==> config.mk <==
export PLATFORM = sky130hd
export DESIGN_NAME = digit_serial_adder
export DESIGN_NICKNAME = d
export VERILOG_FILES = /design/src/rtl/digit_serial_adder_pkg.sv /design/src/rtl/digit_serial_adder_add2_cell.sv /design/src/rtl/digit_serial_adder.sv
export SDC_FILE = /design/constraint.sdc
export NUM_CORES = 1
export LEC_CHECK = 0
export BUFFER_PORTS_ARGS = -buffer_cell sky130_fd_sc_hd__clkbuf_2
export CAP_MARGIN = 20
export CELL_PAD_IN_SITES_DETAIL_PLACEMENT = 0
export CELL_PAD_IN_SITES_GLOBAL_PLACEMENT = 1
export CORE_MARGIN = 2
export CORE_UTILIZATION = 30
export DETAILED_ROUTE_END_ITERATION = 16
export GPL_TIMING_DRIVEN = 0
export HOLD_SLACK_MARGIN = 0.15
export PLACE_DENSITY = 0.71
export RECOVER_POWER = 25
export SKIP_CTS_REPAIR_TIMING = 1
export SYNTH_ARGS = -nofsm -noshare
export SYNTH_HDL_FRONTEND = slang
export SYNTH_HIERARCHICAL = 1
export SYNTH_SLANG_ARGS = --single-unit
==> constraint.sdc <==
create_clock -name clk -period 3 [get_ports clk]
set_input_delay 0.3 -clock clk [delete_from_list [all_inputs] [get_ports clk]]
set_output_delay 0.3 -clock clk [all_outputs]
set_load 0.005 [all_outputs]
==> src/rtl/digit_serial_adder_pkg.sv <==
// Shared definitions for the digit-serial adder: sequencer state encodings.
// S_DONE keeps its code so sibling serial-arithmetic sequencers can share it.
package digit_serial_adder_pkg;

  typedef enum logic [1:0] {
    S_IDLE = 2'd0,
    S_RUN  = 2'd1,
    S_DONE = 2'd2
  } state_t;

endpackage

==> src/rtl/digit_serial_adder_add2_cell.sv <==
// Combinational 2-bit full-adder slice: {Cout,Sum} = A + B + Cin.
module add2_cell (
  input  logic [1:0] A,
  input  logic [1:0] B,
  input  logic       Cin,
  output logic [1:0] Sum,
  output logic       Cout
);

  assign {Cout, Sum} = {1'b0, A} + {1'b0, B} + {2'b00, Cin};

endmodule

==> src/rtl/digit_serial_adder.sv <==
// Sequencer adding two WIDTH-bit operands two bits per clock through one add2_cell,
// with the slice carry fed back through a register and a start/busy/done handshake.
module digit_serial_adder #(
  parameter int WIDTH = 8
) (
  input  logic             clk,
  input  logic             rst,
  input  logic             start,
  input  logic [WIDTH-1:0] a,
  input  logic [WIDTH-1:0] b,
  input  logic             cin,
  output logic             busy,
  output logic             done,
  output logic [WIDTH-1:0] sum,
  output logic             cout
);
  import digit_serial_adder_pkg::*;

  localparam int DIGITS = WIDTH / 2;
  localparam int CW     = (DIGITS > 1) ? $clog2(DIGITS) : 1;
  localparam int SW     = (WIDTH > 2) ? WIDTH - 2 : 1;
  localparam logic [CW-1:0] LAST = CW'(DIGITS - 1);

  state_t           state;
  logic [WIDTH-1:0] a_sh;
  logic [WIDTH-1:0] b_sh;
  logic [SW-1:0]    sum_sh;
  logic             carry;
  logic [CW-1:0]    cnt;
  logic [1:0]       slice_sum;
  logic             slice_cout;
  logic [WIDTH-1:0] sum_next;

  add2_cell u_cell (
    .A    (a_sh[1:0]),
    .B    (b_sh[1:0]),
    .Cin  (carry),
    .Sum  (slice_sum),
    .Cout (slice_cout)
  );

  // Only the upper WIDTH-2 partial-sum bits are kept; the lowest digit shifts out
  // on the last step straight into the result register.
  if (WIDTH > 2) begin : g_wide
    assign sum_next = {slice_sum, sum_sh};
  end else begin : g_narrow
    assign sum_next = slice_sum;
  end

  always_ff @(posedge clk) begin
    if (rst) begin
      state  <= S_IDLE;
      busy   <= 1'b0;
      done   <= 1'b0;
      sum    <= '0;
      cout   <= 1'b0;
      a_sh   <= '0;
      b_sh   <= '0;
      sum_sh <= '0;
      carry  <= 1'b0;
      cnt    <= '0;
    end else begin
      case (state)
        S_IDLE, S_DONE: begin
          done <= 1'b0;
          if (start) begin
            a_sh   <= a;
            b_sh   <= b;
            carry  <= cin;
            cnt    <= '0;
            sum_sh <= '0;
            state  <= S_RUN;
            busy   <= 1'b1;
          end else begin
            state <= S_IDLE;
            busy  <= 1'b0;
          end
        end
        S_RUN: begin
          a_sh   <= a_sh >> 2;
          b_sh   <= b_sh >> 2;
          sum_sh <= sum_next[WIDTH-1:WIDTH-SW];
          carry  <= slice_cout;
          if (cnt == LAST) begin
            sum   <= sum_next;
            cout  <= slice_cout;
            state <= S_DONE;
            busy  <= 1'b0;
            done  <= 1'b1;
          end else begin
            cnt <= cnt + 1'b1;
          end
        end
        default: begin
          state <= S_IDLE;
          busy  <= 1'b0;
          done  <= 1'b0;
        end
      endcase
    end
  end

endmodule

Word level (Yosys, flattened, before mapping)
Index checks and enable logic that the tools add are counted.

storage, ports and cells
  memory bits (read-only) = 0
  latch bits = 0
  memories = 0
  bits in writable memories = 0
  register bits = 38
  word-level logic and storage cells = 44

cells by class
  add/subtract/negate cells = 3
  magnitude comparators = 0
  mux-type cells = 17
  bitwise logic cells = 1
  divide/modulo/power cells = 0
  equal/unequal tests = 6
  $mul = 0
  reduce and logical (&&, ||, !) cells = 7
  shifts and indexed selects = 0

operator list
  operator             number
  $pmux 8 s2           2
  $mux 8               2
  $pmux 6 s2           1
  $pmux 2 s2           2
  $mux 2               3
  $mux 6               1
  $ne 2x2->1 const B   3
  $eq 2x2->1 const B   2
  $mux 1               4
  $pmux 1 s2           2
  $reduce_and 2->1     2
  $reduce_or 2->1      2
  $add 2x2->3          1
  $add 3x1->3          1
  $reduce_and 3->1     1
  $add 2x1->2 const B  1
  $eq 2x1->1 const B   1
  $logic_not 2->1      1
  $reduce_bool 2->1    1
  $not 1->1            1

Longest topological paths before layout
Gate-level depths: netlist of the first run.

  depth in word-level cells = 4
  gate-level depth with buffers = 6

By module
The synthesis of the first run kept the hierarchy.

modules (own cells, without submodules)
  module              cells an instance  area an instance (um^2)  sequential area each (um^2)  times used
  digit_serial_adder  182                1554.0                   760.7                        1
  add2_cell           10                 70.1                     0.0                          1

Worst setup path before layout of the first run
No wires, ideal clock.

  path type = register to register
  from = register a_sh[0]
  to = register carry
  clock period less this slack = 1.541 ns
  arrival time = 1.453 ns
  path slack = 1.459 ns
  cell stages (with the launch flop) = 7
  data required time = 2.912 ns
  setup time = 0.088 ns
  cells stage by stage = dfxtp_1 > inv_1 > fa_1 > fa_1 > inv_1 > nor2_1 > a311oi_2

on the way
  word-level cells in the longest chain between the ends = 3

RTL lines
  item                    RTL line                            RTL
  start, declared         digit_serial_adder.sv:25            logic [WIDTH-1:0] a_sh;
  start signal, assigned  digit_serial_adder.sv:80            a_sh <= a_sh >> 2;
  $add 2x2->3             digit_serial_adder_add2_cell.sv:10  assign {Cout, Sum} = {1'b0, A} + {1'b0, B} + {2'b00, Cin};
  $add 3x1->3             digit_serial_adder_add2_cell.sv:10
  net slice_cout          digit_serial_adder.sv:31            logic slice_cout;
  $pmux 1 s2              digit_serial_adder.sv:63            case (state)
  end signal, assigned    digit_serial_adder.sv:69            carry <= cin;
  end signal, assigned    digit_serial_adder.sv:83            carry <= slice_cout;
  end, declared           digit_serial_adder.sv:28            logic carry;

The timed path passes the listed nets, and every way through them passes these cells.
A chain may end at the register's enable or synchronous reset.

Worst setup path after layout of the first run
Ends and elaborated chain as after synthesis.

==> results of run 1 <==
[metrics by stage]
step	area (um^2)	hold WS [ns]	total power, W	util	setup slack [ns]
after floorplan	1624	0.4360	0.0006622	-	1.459
after global placement	1857	0.4428	0.0007078	0.3590	1.354
after detailed placement	1857	0.4481	0.0007100	0.3590	1.345
after CTS	1948	0.2122	0.001073	0.3766	1.336
after global routing	1938	0.2266	0.001114	0.3747	1.237
final	1938	0.2251	0.001054	0.3747	1.375
[cell usage in the layout, fill, tap and decap left out]
master	synthesis	final
clkbuf_1	4	11
nor2b_1	1	1
fa_1	2	2
nand3b_1	3	3
nor3_1	1	1
nand2_1	46	46
a311oi_2	8	8
nor2_1	17	17
clkbuf_2	0	24
buf_6	2	2
dfxtp_1	38	38
buf_2	4	4
nor3b_1	1	1
buf_4	5	4
and2b_1	1	1
inv_1	8	8
clkbuf_8	0	6
a311oi_1	5	5
nor3b_2	1	1
ha_1	1	1
a21oi_1	22	22
nand3_1	19	19
clkinv_2	0	1
nand2b_1	3	3
[kinds of logic (layout without fill, tap and decap cells)]
family / after synthesis / count (layout) / synth area share
compound gates: 35 / 35 / 0.1687
fa+ha+maj: 3 / 3 / 0.03236
buf+inv: 23 / 60 / 0.07704
flops: 38 / 38 / 0.4684
simple gates: 93 / 93 / 0.2535
[state kept, by name (all words and copies together) (netlist names)]
| signal | cells |
|---|---|
| cout | 1 |
| b_sh | 8 |
| carry | 1 |
| sum_sh | 6 |
| state | 2 |
| cnt | 2 |
| busy | 1 |
| a_sh | 8 |
| sum | 8 |
| done | 1 |
[layout make-up]
type	instances	area, um^2
fill	566	3234
sequential	38	760.7
multi-input combinational	131	738.2
timing repair buffer	29	138.9
buffer	15	91.34
tap	70	87.58
clock buffer	7	86.33
inverter	8	30.03
clock inverter	1	5.005
[per-layer routing]
layer,track usage,routed length [um],vias up
li1,-,-,722
met1,0.1928,1812,613
met2,0.1948,1604,31
met3,0.03953,175,6
met4,0.05893,70,0
met5,0,0,-
[power groups by stage]
stage | Sequential, W | Combinational, W | Clock [W]
after floorplan | 0.000554 | 0.000108 | 0
after global placement | 0.000557 | 0.000150 | 0
after detailed placement | 0.000558 | 0.000152 | 0
after CTS | 0.000547 | 0.000152 | 0.000374
after global routing | 0.000550 | 0.000167 | 0.000397
final | 0.000547 | 0.000147 | 0.000360
[worst min-delay path, delay by kind of cell]
kind,cells,cell delay (ns)
AO/OA/AOI/OAI,1,0.05
buffers and inverters,1,0.08
AND/OR/NAND/NOR,1,0.04
[worst paths after layout]
check | startpoint | to | slack, ns | depth (start not counted)
setup / recovery | a_sh[0] | carry | 1.37 | 6
hold / removal | b[7] | b_sh[7] | 0.23 | 3
hold reg to reg | sum[1] | sum[1] | 0.45 | 2
setup reg to reg | a_sh[0] | carry | 1.37 | 6
==> run summary, run 1 <==
The run finished with clean final reports. The count of buffering cells on the critical path with inverters included is 2, and the synthesized cell area is 0.001624 mm^2. Power spread over the standard cell area amounts to 543.8 mW/mm^2. The maximum net fanout on the critical path was 2.

The internal power of the cells came out at 0.0007750 W. Across the routed clock network, the largest skew measured is 0.005802 ns. For this run, the post-layout net count is 251.

The run gives 0.519 as the portion of total power attributed to sequential cells. The tools report the arrival time of data at the critical path endpoint as 1.82 ns. The number of clock sinks was 38; the number of flops mapped to enable cells by yosys was 0.

Sort of element at the start of the critical path: a flop. The root buffer cell chosen for the clock tree is clkbuf_8. Measured along the y axis, the die boundary spans 77.58 um.

The type of the worst setup path was flop to flop. Across the run, the number of max-cap violations was 0. The dominant cell by count in the synthesized netlist was nand2_1. Share of final-layout standard cells stronger than drive strength 1: 0.2183.

Switching fraction of total power: 0.2647. The run gives 0.4684 as the share of the yosys chip area belonging to registers. For this block, the via count after detailed routing is 1372. The tools report the leakage power total as 0.7484 nW. The kind of path behind the tightest hold check was input pin to flop. The horizontal extent of the die is 77.58 um. The transition time at the pin with the least slew margin came out at 0.6674 ns. In this run the core area contains 26 standard-cell rows. The cell type with the highest aggregate area in the netlist was dfxtp_1.

The number of routed nets with antenna violations is 0. Traced cell by cell, the critical path runs through inv_1, fa_1, fa_1, inv_1, nor2_1, a311oi_2. In the final timing run, aggregate negative setup slack is 0 ns. Once detailed placement completed, the half-perimeter wirelength came to 2656 um. The fraction of post-synthesis cell area in the top cell type by area works out to 0.4684.

The most instantiated flip-flop cell in the synthesis netlist is dfxtp_1. TritonCTS built the clock tree. The count of endpoints failing setup in the final report is 0. Yosys printed 6 warnings. The clock network fraction of design power came out at 0.342. Synthesis handed over a netlist of 192 instances. The number of buffers inserted during clock tree synthesis is 5. Ranked by instance count, the synthesized netlist is headed by nand2_1 (46), dfxtp_1 (38), a21oi_1 (22).

The die footprint was 0.006018 mm^2; the placer's final routability congestion estimate was 0.7292. Leaving out filler cells and counting taps, the final layout contains 299. In the routed design, unresolved DRC markers number 0. The initial standard-cell utilization of the core came out at 0.3140.

The logs give 0 for the final hold violation count and 3.20 ns for the required time of the worst setup path. The initial antenna violation count is 0. The worst setup path is captured at a flop. VDD sags by at most 0.0001629 V. The maximum cell stage delay along the critical path is 0.43 ns. The count of input and output buffers is 29, and the clock slew at the register clock pins of the worst setup and hold paths is 0.07 ns. For this run the aggregate overflow at the end of global routing stands at 0. The number of antenna diodes in the final layout is 0. The analysis attributes to net switching a power of 0.0002790 W. The part of the power in combinational logic was 0.140; the final wirelength was 3663 um. Setup repair after global routing left no endpoint under its margin.

The run gives 6396 um as the first-pass GRT wire length. The critical path's slowest cell is fa_1. After synthesis, the netlist uses 21 different library cells. For the DRC violation total after the first TritonRoute iteration, the log shows 59. Counting along the longest clock path gives a buffer depth of 2. The mean routed wirelength per cell is 12.25 um, and the maximum number of pins on one net before global-route repair is 12.

The post-synth net total came out at 215. The core region is 0.005172 mm^2. The synthesis-to-layout area growth came out at 19.34%. Based on the critical path, the design can be clocked at up to 615.2 MHz. Synthesis inferred 38 register bits. The clock latency reported for the late side of the worst-skew pair was 0.29 ns.

By area the synthesized netlist is led by dfxtp_1 (47%), nand2_1 (11%), a311oi_2 (7.4%), a21oi_1 (6.8%), nand3_1 (5.9%). The async set-or-reset flop fraction in the synthesized netlist was 0. Among cell families on the critical path, the largest total delay comes from adder cells. The per-cell via count in the routed design was 4.589. Total global routing track utilization: 0.1373. The run gives 2 as the CTS H-tree depth. In this run, placement finished with an instance count of 291. In this run the count of I/O pins placed on the die edge is 31. The run gives 0 as the number of max-slew violations in the final report.

The share of the clock period used by the worst path was 0.5418. The relative max-transition margin is 0.5551, and the mean cell area of the mapped netlist is 8.459 um^2. Via count of the first global-routing pass: 1293. The tools report the number of optimization iterations in the first detailed-route pass as 4. For the finished layout, the period the worst path requires is 1.625 ns.
(Power assumes the default switching activity.)
==> inputs of run 2 (changes only) <==
==> constraint.sdc (replaced) <==
create_clock -name clk -period 1.6 [get_ports clk]
set_input_delay 0.16 -clock clk [delete_from_list [all_inputs] [get_ports clk]]
set_output_delay 0.16 -clock clk [all_outputs]
set_load 0.005 [all_outputs]
==> run 2 against run 1 <==
Effect of this change: combinational power up 110%; power up 91%; clock power up 89%; critical path type unchanged; clock-buffer cell count unchanged; global-route usage unchanged; fmax up 4.2%; utilization up 2.4 points.
==> run summary, run 2 (same netlist as run 1, synthesis figures left out) <==
The flow ran to the end, and the final reports show no timing, DRC or antenna violations. The tools report the kind of end point of the critical path as a flop. The max-cap check violation count was 0 (unchanged).

The total global routing track utilization was 0.1373 (unchanged). The tools report the maximum root-to-sink buffer count as 2 (unchanged). The count of input and output buffers works out to 29 (unchanged). The diode insertion count for antenna repair came out at 0 (unchanged).

The final period demand of the worst path is 1.561 ns (-0.06484 ns), and the half-perimeter wire length after placement is 2656 um (unchanged). Leaving out fill and tap cells, the most frequent cell in the layout is nand2_1. The share of final-layout standard cells stronger than drive strength 1 was 0.2500 (+0.03166). The final hold violation count is 0 (unchanged), and the number of clock sinks is 38 (unchanged).

The leakage power total came out at 0.7976 nW (+6.6%). The worst-case setup slack after placement was -0.05453 ns (-1.400 ns). The worst setup path is launched from a flop.

The mean routed wirelength per cell was 12.18 um (-0.57%). Worst-case vdd ir drop: 0.0003164 V (+94%). The via count of the first global-routing pass is 1293 (unchanged), and the transition time at the pin with the least slew margin is 0.5965 ns (-0.07084 ns). The largest registers in the layout are a_sh: 8 flops, b_sh: 8 flops, sum: 8 flops.

The post-route worst setup slack came out at 0.03942 ns (-1.335 ns). Setup repair after global routing could not meet its margin everywhere. The logs give 0.29 ns (about the same) for the clock latency reported for the late side of the worst-skew pair and 0.006018 mm^2 (unchanged) for the die footprint. The tools report the initial standard-cell utilization of the core as 0.3140 (unchanged). The part of the power in combinational logic was 0.152 (+0.012). The relative max-transition margin is 0.6023 (+0.04723), and the first-pass GRT wire length is 6396 um (unchanged). Number of max-slew violations in the final report: 0 (unchanged). The routed via count was 1403 (+2.3%); the number of optimization iterations in the first detailed-route pass was 4 (unchanged). The tree is rooted in a clkbuf_8. The core region area is 0.005172 mm^2 (unchanged), and the fill cell total of the finished layout is 554 (-2.1%).

In this run the worst hold path is classified as input pin to flop. The vertical die dimension was 77.58 um (unchanged). The arrival time of data at the critical path endpoint was 1.79 ns (-0.03 ns); the final net count was 262 (+4.4%). The internal power of the cells is 0.001476 W (+90%).

The top-level port count was 31 (unchanged); the worst reg-to-reg path cell count was 6 (unchanged). The number of buffers inserted during clock tree synthesis is 5 (unchanged). By startpoint and endpoint, the worst setup path is classified as flop to flop.

The per-cell via count in the routed design was 4.526 (-1.4%); the horizontal extent of the die was 77.58 um (unchanged). The setup clock skew after layout was 0.004842 ns (-0.0009596 ns); the maximum net fanout on the critical path was 2 (unchanged). Placer's final routability congestion estimate: 0.7292 (unchanged).

The worst hold path terminates at b_sh[0]. The number of routed nets with antenna violations is 0 (unchanged), and the CTS H-tree depth is 2 (unchanged). From synthesis to final layout, the design area changed by 26.96%.

The clock network fraction of design power was 0.339 (-0.003). The final hold slack is 0.1245 ns (-0.1006 ns), and the net switching power figure is 0.0005377 W (+93%). The clock slew at the register clock pins of the worst setup and hold paths was 0.07 ns (about the same). The worst register-to-register path begins at a_sh[0]. The switching fraction of total power is 0.2670 (+0.002326).

The initial antenna violation count is 0 (unchanged). The DRC violations left came out at 0 (unchanged). In this run the most critical hold path is launched from b[0]. The final wirelength is 3776 um (+3.1%), and the residual overflow from global routing is 0 (unchanged).

The total number of placement rows is 26 (unchanged), and the required time of the worst setup path is 1.83 ns (-1.37 ns). In the layout the commonest cells are nand2_1 (46), dfxtp_1 (35), clkbuf_2 (25), a21oi_1 (21), nand3_1 (18). The logs give 0 (unchanged) for the count of endpoints failing setup in the final report and 60 (+1.7%) for the DRC violation total after the first TritonRoute iteration. TritonCTS built the clock tree. The share of the clock period used by the worst path was 0.9754 (+0.4336). For the maximum number of pins on one net before global-route repair, the log shows 12 (unchanged). Hold path depth: 3 (unchanged).

The critical register-to-register path endpoint is sum[7]. The run gives 0.510 (-0.009) as the portion of total power attributed to sequential cells. The logs give 640.8 MHz (+4.2%) for the maximum clock frequency and 0.04 ns (-1.34 ns) for the reg-to-reg setup timing slack. The cell area power density was 976.6 mW/mm^2 (+80%).
==> run 2: changes by cell type in the layout (fill, tap and decap cells not counted), moves of 2 or more <==
cell,delta
dfxtp_1,-3
dfxtp_2,+3
dlygate4sd3_1,+10
inv_1,-2
inv_2,+2
==> run 2: worst max path at each step <==
stage / start / endpoint / depth (start not counted)
CTS: a_sh[0] / sum[7] / 6
finish: a_sh[0] / sum[7] / 6
floorplan: a_sh[0] / carry / 6
global route: a_sh[0] / sum[7] / 6
global placement: a_sh[0] / sum[7] / 6
detailed placement: a_sh[0] / sum[7] / 6
==> run 2: routing by layer <==
layer  vias up  routed length [um]  GRT usage
met5         -                   0          0
met1       620                1891     0.1928
li1        746                   -          -
met2        31                1661     0.1948
met3         6                 153    0.03953
met4         0                  70    0.05893
==> run 2: layout make-up <==
cell class | instances | area, um^2 | area share
Inverter | 8 | 30.03 | 0.01456
Sequential cell | 38 | 764.5 | 0.3708
Tap cell | 70 | 87.58 | 0.04248
Buffer | 15 | 92.59 | 0.04490
Timing Repair Buffer | 40 | 246.5 | 0.1195
Multi-Input combinational cell | 131 | 749.5 | 0.3635
Clock buffer | 7 | 86.33 | 0.04187
Clock inverter | 1 | 5.005 | 0.002427
==> run 2: stage by stage <==
step	std cells	util	instance area [um^2]	setup TNS [ns]	total power (W)
6_report	310	0.3986	2062	0	0.002014
3_5_place_dp	291	0.3590	1857	-0.1069	0.001331
5_1_grt	310	0.3986	2062	-0.01709	0.002122
3_3_place_gp	291	0.3590	1857	-0.06963	0.001327
2_1_floorplan	192	-	1624	0	0.001242
4_1_cts	299	0.3766	1948	-0.1492	0.002012
==> run 2: power groups by stage <==
stage | Combinational [W] | Sequential (W) | Clock (W)
global route | 0.000344 | 0.00103 | 0.000745
finish | 0.000305 | 0.00103 | 0.000682
global placement | 0.000282 | 0.00105 | 0
detailed placement | 0.000284 | 0.00105 | 0
floorplan | 0.000203 | 0.00104 | 0
CTS | 0.000285 | 0.00102 | 0.000702
==> run 2: worst max-delay path, cell delays in order (launching register included) <==
cell and delay (ns):
dfxtp_2 0.33, inv_2 0.04, fa_2 0.37, fa_1 0.45, inv_2 0.09, nand3_2 0.07
a21oi_2 0.14
